==> src/rtl/multicycle_adder_nbits.sv <==
// Sequential adder: one chunk-wide slice per cycle with a registered inter-slice carry.
// Optional signed-overflow flag enabled by defining MULTICYCLE_ADDER_OVERFLOW_EN.
module multicycle_adder_nbits #(
   parameter int bits  = 32,
   parameter int chunk = 8
) (
   input  logic            clk,
   input  logic            rst_n,
   input  logic            start,
   input  logic            Cin,
   input  logic [bits-1:0] A,
   input  logic [bits-1:0] B,
   output logic            busy,
   output logic            done,
   output logic [bits-1:0] S,
   output logic            Cout,
   output logic            V
);

   localparam int N  = bits / chunk;
   localparam int KW = (N > 1) ? $clog2(N) : 1;

   typedef enum logic [1:0] {IDLE, RUN, DONE} state_t;

   state_t            state_q, state_d;
   logic [KW-1:0]     k_q, k_d;
   logic              carry_q, carry_d;
   logic [bits-1:0]   a_q, a_d;
   logic [bits-1:0]   b_q, b_d;
   logic [bits-1:0]   s_q, s_d;
   logic              cout_q, cout_d;
   logic              busy_q, busy_d;
   logic              done_q, done_d;
   logic [chunk-1:0]  a_slice, b_slice;
   logic [chunk:0]    slice_sum;
`ifdef MULTICYCLE_ADDER_OVERFLOW_EN
   logic              v_q, v_d;
`endif

   always_comb begin
      a_slice   = a_q[k_q*chunk +: chunk];
      b_slice   = b_q[k_q*chunk +: chunk];
      slice_sum = {1'b0, a_slice} + {1'b0, b_slice} + {{chunk{1'b0}}, carry_q};

      state_d = state_q;
      k_d     = k_q;
      carry_d = carry_q;
      a_d     = a_q;
      b_d     = b_q;
      s_d     = s_q;
      cout_d  = cout_q;
      busy_d  = busy_q;
      done_d  = 1'b0;
`ifdef MULTICYCLE_ADDER_OVERFLOW_EN
      v_d     = v_q;
`endif

      case (state_q)
         IDLE, DONE: begin
            state_d = IDLE;
            busy_d  = 1'b0;
            if (start) begin
               a_d     = A;
               b_d     = B;
               carry_d = Cin;
               k_d     = '0;
               busy_d  = 1'b1;
               state_d = RUN;
            end
         end
         RUN: begin
            s_d[k_q*chunk +: chunk] = slice_sum[chunk-1:0];
            carry_d = slice_sum[chunk];
            if (k_q == KW'(N - 1)) begin
               // Last slice: its carry-out and MSB give Cout and overflow.
               state_d = DONE;
               busy_d  = 1'b0;
               done_d  = 1'b1;
               k_d     = '0;
               cout_d  = slice_sum[chunk];
`ifdef MULTICYCLE_ADDER_OVERFLOW_EN
               v_d     = (a_q[bits-1] == b_q[bits-1]) &&
                         (slice_sum[chunk-1] != a_q[bits-1]);
`endif
            end else begin
               k_d = k_q + 1'b1;
            end
         end
         default: state_d = IDLE;
      endcase
   end

   always_ff @(posedge clk or negedge rst_n) begin
      if (!rst_n) begin
         state_q <= IDLE;
         k_q     <= '0;
         carry_q <= 1'b0;
         a_q     <= '0;
         b_q     <= '0;
         s_q     <= '0;
         cout_q  <= 1'b0;
         busy_q  <= 1'b0;
         done_q  <= 1'b0;
      end else begin
         state_q <= state_d;
         k_q     <= k_d;
         carry_q <= carry_d;
         a_q     <= a_d;
         b_q     <= b_d;
         s_q     <= s_d;
         cout_q  <= cout_d;
         busy_q  <= busy_d;
         done_q  <= done_d;
      end
   end

`ifdef MULTICYCLE_ADDER_OVERFLOW_EN
   always_ff @(posedge clk or negedge rst_n) begin
      if (!rst_n) v_q <= 1'b0;
      else        v_q <= v_d;
   end
   assign V = v_q;
`else
   assign V = 1'b0;
`endif

   assign busy = busy_q;
   assign done = done_q;
   assign S    = s_q;
   assign Cout = cout_q;

endmodule

==> config.mk <==
export PLATFORM = sky130hd
export DESIGN_NAME = multicycle_adder_nbits
export DESIGN_NICKNAME = d
export VERILOG_FILES = /design/src/rtl/multicycle_adder_nbits.sv
export SDC_FILE = /design/constraint.sdc
export NUM_CORES = 1
export LEC_CHECK = 0
export BUFFER_PORTS_ARGS = -buffer_cell sky130_fd_sc_hd__buf_2
export CELL_PAD_IN_SITES_DETAIL_PLACEMENT = 2
export CELL_PAD_IN_SITES_GLOBAL_PLACEMENT = 2
export CORE_ASPECT_RATIO = 1.75
export CORE_UTILIZATION = 34
export CTS_CLUSTER_SIZE = 28
export DETAILED_ROUTE_END_ITERATION = 10
export PLACE_DENSITY_LB_ADDON = 0.1
export SETUP_SLACK_MARGIN = 0.5
export SYNTH_ARGS = -nofsm -noshare
export SYNTH_HDL_FRONTEND = slang
export SYNTH_SLANG_ARGS = --single-unit
==> constraint.sdc <==
create_clock -name clk -period 4.1 [get_ports clk]
set_input_delay 0.205 -clock clk [delete_from_list [all_inputs] [get_ports clk]]
set_output_delay 0.205 -clock clk [all_outputs]
set_load 0.05 [all_outputs]
==> metrics list <==
* Result of the run: complete, but fails checks
- The checks that failed: hold timing.
- Once detailed placement completed, the half-perimeter wirelength came to ~10000 µm.
* Worst Path Class, Setup: flip-flop to flip-flop
- Final Worst Setup Slack: between 900 and 1000 ps
- The min-delay analysis places its worst path in the category input port to asynchronous set/reset pin.
* Most used flip-flop cell after synthesis: sky130_fd_sc_hd__dfrtp_1
* Clock-pin slew of the registers on the worst-case setup and hold paths: 80 ps
- Once the floorplan was initialized, standard cells occupied 34.8% of the core.
- GRT Total Usage: 20.4%
- Kind of capture point of the worst setup path: flip-flop
- Internal power of the cells: 2.94 mW
* Worst-case clock skew: 11.1 ps
- Clk_lat worst skew: around 360 ps
- The synthesized netlist devotes 4.33% of its cell area to adder and majority cells.
- Counting every instance in the synthesized netlist gives 452.
- Final cell count without fillers: 729
- Across all hold checks on the routed design, the worst slack comes to -30.9 ps.
* Synthesis-to-finish area growth: 21.1%
* Number of flops mapped to enable cells by yosys: 0
- In this run the tool buffered the top-level ports with 102 buffer cells.
- Netlist Area Pre-Place: 4690 µm²
- Dividing the detail-routed wire length by the instance count gives between 15 and 20 µm.
* Fraction of the mapped netlist area in compound gates: 8.46%
- Post-synth ARST share: 100%
- Once placement finished, the instance area stood at 5370 µm².
- Violation count after the first detailed-routing iteration: ~110
- Count of pins on the block boundary: 104
* Cell area after layout: 5670 µm²
- Total number of placement rows: 56
- Pin count of the biggest net entering global routing: 71
* Number of H-tree levels: 3
- The synthesized netlist devotes 20.8% of its cell area to simple gates.
- The share of the Yosys chip area taken by registers is 55.5%.
- The routed layout has 3684 vias.
* Combinational Power Share: 52.8%
* Final clock period utilization by the worst path: 77.9%
- Worst supply voltage drop on vdd: 0.364 mV
- The repair_antennas step left the layout with diodes totalling 0.
- Switching power total: 2.69 mW
* Unrepaired setup endpoints after global routing: false
* Average footprint of a synthesized cell: 10.4 µm²
- By area, the combinational part of the netlist is dominated by simple AND/OR/NAND/NOR gates.
- Fraction of final layout cells sized beyond drive strength 1: 27.4%
* Delay contributed by the slowest stage of the critical path: around 550 ps
- Share of the synthesized netlist area taken by xor and xnor gates: 0.935%
- For the pin with the worst max-slew slack, the measured transition is between 900 and 1000 ps.
- Final weighted congestion in routability-driven placement: 0.776
* CP endpoint: S[7]$_DFFE_PN0P_
- Internal reg-to-reg setup slack: about 900 ps
* Number of failing setup endpoints in the final timing report: 0
- Yosys printed 0 warnings.
- Measured on the finished design, the core utilization comes to 42.2%.
* Final-stage net count: 633
* Cell family with the largest share of critical-path delay: compound AO/OA/AOI/OAI gates
- The startpoint identified for the worst register-to-register timing path is k_q[0]$_DFFE_PN0P_.
* DRC violations left: 0
- Of the total power, registers draw 31.6%.
- The number of global-route vias before repair was a little over 4000.
- For the finished layout, the period the worst path requires is ~3200 ps.
- The die covers about 14000 µm².
* Number of sinks on the clock net: 104
- Maximum clock rate: 313 MHz
- Maxcap violations: 0
- First-pass GRT wire length: 21900 µm
- The clock network accounts for 15.6% of the total power.
- TritonCTS created 9 clock buffers.
- Synthesis produced a netlist with a net count of between 500 and 600.
* Post-Route Setup TNS: 0 ps
- Data arrives at the worst endpoint at 3400 ps.
- Via density per instance: 5.05
- Maximum fanout along the worst path: 18
- Cell Pwr Density: 991 nW/µm²
* Post-synth top area cell: sky130_fd_sc_hd__dfrtp_1
- Category of the worst setup path launch point: flip-flop
* Reg-to-reg critical path endpoint: S[7]$_DFFE_PN0P_
- The total area inside the core boundary comes to 13500 µm².
* Placed Cells: 713
* Leakage: 3.00 nW
* Leading cell types in the layout, fill and taps excluded: 206 x sky130_fd_sc_hd__nand2_1, 103 x sky130_fd_sc_hd__dfrtp_1, 101 x sky130_fd_sc_hd__buf_2
- After synthesis, the share of cell area in mux cells is 7.69%.
- Quantity of gates resized following cts: 0
- STA puts the critical path data required time at approximately 4300 ps.
- Post-route total power: 5.62 mW
- Counting flops and latches in the post-synthesis netlist gives ~100.
- Antenna violations before repair: 0
* Leftover overflow at the end of global routing: 0
- Setup bufs post-CTS: 0
- CTS tree: done
- Critical Path Start: k_q[0]$_DFFE_PN0P_
- The die is 90.7 µm wide.
- In this run the tightest slew margin relative to its limit is 34.6%.
* Unique masters post-synth: 42
- The count of nets left with antenna violations once routing finished came out at 0.
- Clock root buffer master: sky130_fd_sc_hd__clkbuf_16
- Counting cells, the worst reg-to-reg path comes to 8.
- Worst setup slack before clock tree synthesis: 722 ps
* Die extent in y: around 160 µm
* Path length in cells of the critical path: 8
- Count of buffering cells on the critical path with inverters included: 1
* Detailed Routing Iterations Pass 1: 4
* Sum of routed wire length over all layers: 13500 µm
- The count of final max-slew check failures is 0.
- Count of hold-fix buffers inserted at cts: 0
- Top post-synthesis cells by area: sky130_fd_sc_hd__dfrtp_1 56%, sky130_fd_sc_hd__nand2_1 17%, sky130_fd_sc_hd__mux4_2 7.7%
* Clock Path Buffers: 2
- Crit-path slowest cell: sky130_fd_sc_hd__mux4_2
- Post-synth top area share: 55.5%
- The number of failing hold endpoints at the final stage is 18.
- In this run switching power makes up 47.7% of total power.
- CP Cell Sequence: buf_4 > mux4_2 > ha_1 > nand2_1 > o31ai_2 > nor2_1 > a221oi_2 > o21ai_0
* Leading cell type in the layout, fill and taps excluded: sky130_fd_sc_hd__nand2_1
logic make-up (layout without fill, tap and decap cells):
family | count (synthesis) | in the layout
buffers and inverters | 23 | 126
AND/OR/NAND/NOR | 235 | 235
XOR/XNOR | 5 | 5
other | 1 | 1
adder cells (fa/ha/maj) | 15 | 15
flip-flops | 104 | 104
multiplexers | 16 | 16
AO/OA/AOI/OAI | 53 | 53
layer usage:
metal  track usage (%)  wire [µm]
met3              2.71        328
met1              22.6       5180
met5                 0          0
met4              7.30        255
met2              39.1       7760
registers in the layout (all words and copies together) (netlist names):
register,flops
busy,1
Cout,1
state_q,2
S,32
done,1
a_q,32
b_q,32
k_q,2
carry_q,1
cell usage after synthesis, types with 2 or more instances:
master / count
sky130_fd_sc_hd__nand2_1: 206
sky130_fd_sc_hd__dfrtp_1: 104
sky130_fd_sc_hd__a22o_1: 25
sky130_fd_sc_hd__mux4_2: 16
sky130_fd_sc_hd__ha_1: 13
sky130_fd_sc_hd__clkbuf_1: 9
sky130_fd_sc_hd__nor2_1: 9
sky130_fd_sc_hd__o21ai_0: 9
sky130_fd_sc_hd__a21oi_1: 7
sky130_fd_sc_hd__buf_1: 5
sky130_fd_sc_hd__buf_2: 4
sky130_fd_sc_hd__xnor2_1: 4
sky130_fd_sc_hd__inv_1: 3
sky130_fd_sc_hd__nand2b_1: 3
sky130_fd_sc_hd__o21ai_1: 3
sky130_fd_sc_hd__a21o_1: 2
sky130_fd_sc_hd__and2_1: 2
sky130_fd_sc_hd__fa_1: 2
sky130_fd_sc_hd__nand2_2: 2
sky130_fd_sc_hd__nand2_4: 2
cell type report:
type / instances / area, µm²
Clock buffer: 10 / 239
Clock inverter: 6 / 61.3
Fill cell: 1501 / 7780
Inverter: 3 / 11.3
Multi-Input combinational cell: 325 / 1990
Sequential cell: 104 / 2600
Tap cell: 174 / 218
Timing Repair Buffer: 107 / 551
worst min-delay path by stage:
stage,slack [ps],depth (start not counted),to
floorplan,-90,0,Cout$_DFFE_PN0P_
global placement,390,1,S[2]$_DFFE_PN0P_
detailed placement,390,1,S[2]$_DFFE_PN0P_
CTS,10,1,S[2]$_DFFE_PN0P_
global route,30,1,S[2]$_DFFE_PN0P_
finish,-30,1,S[2]$_DFFE_PN0P_
power by group through the flow:
stage                     Sequential (mW)  Combinational, mW  Clock [mW]
after CTS                            1.79               3.04       0.896
final                                1.78               2.97       0.877
after floorplan                      2.05               1.82           0
after global placement               1.79               2.87           0
after detailed placement             1.81               2.99           0
after global routing                 1.84               3.27       0.926
(Power assumes the default switching activity.)
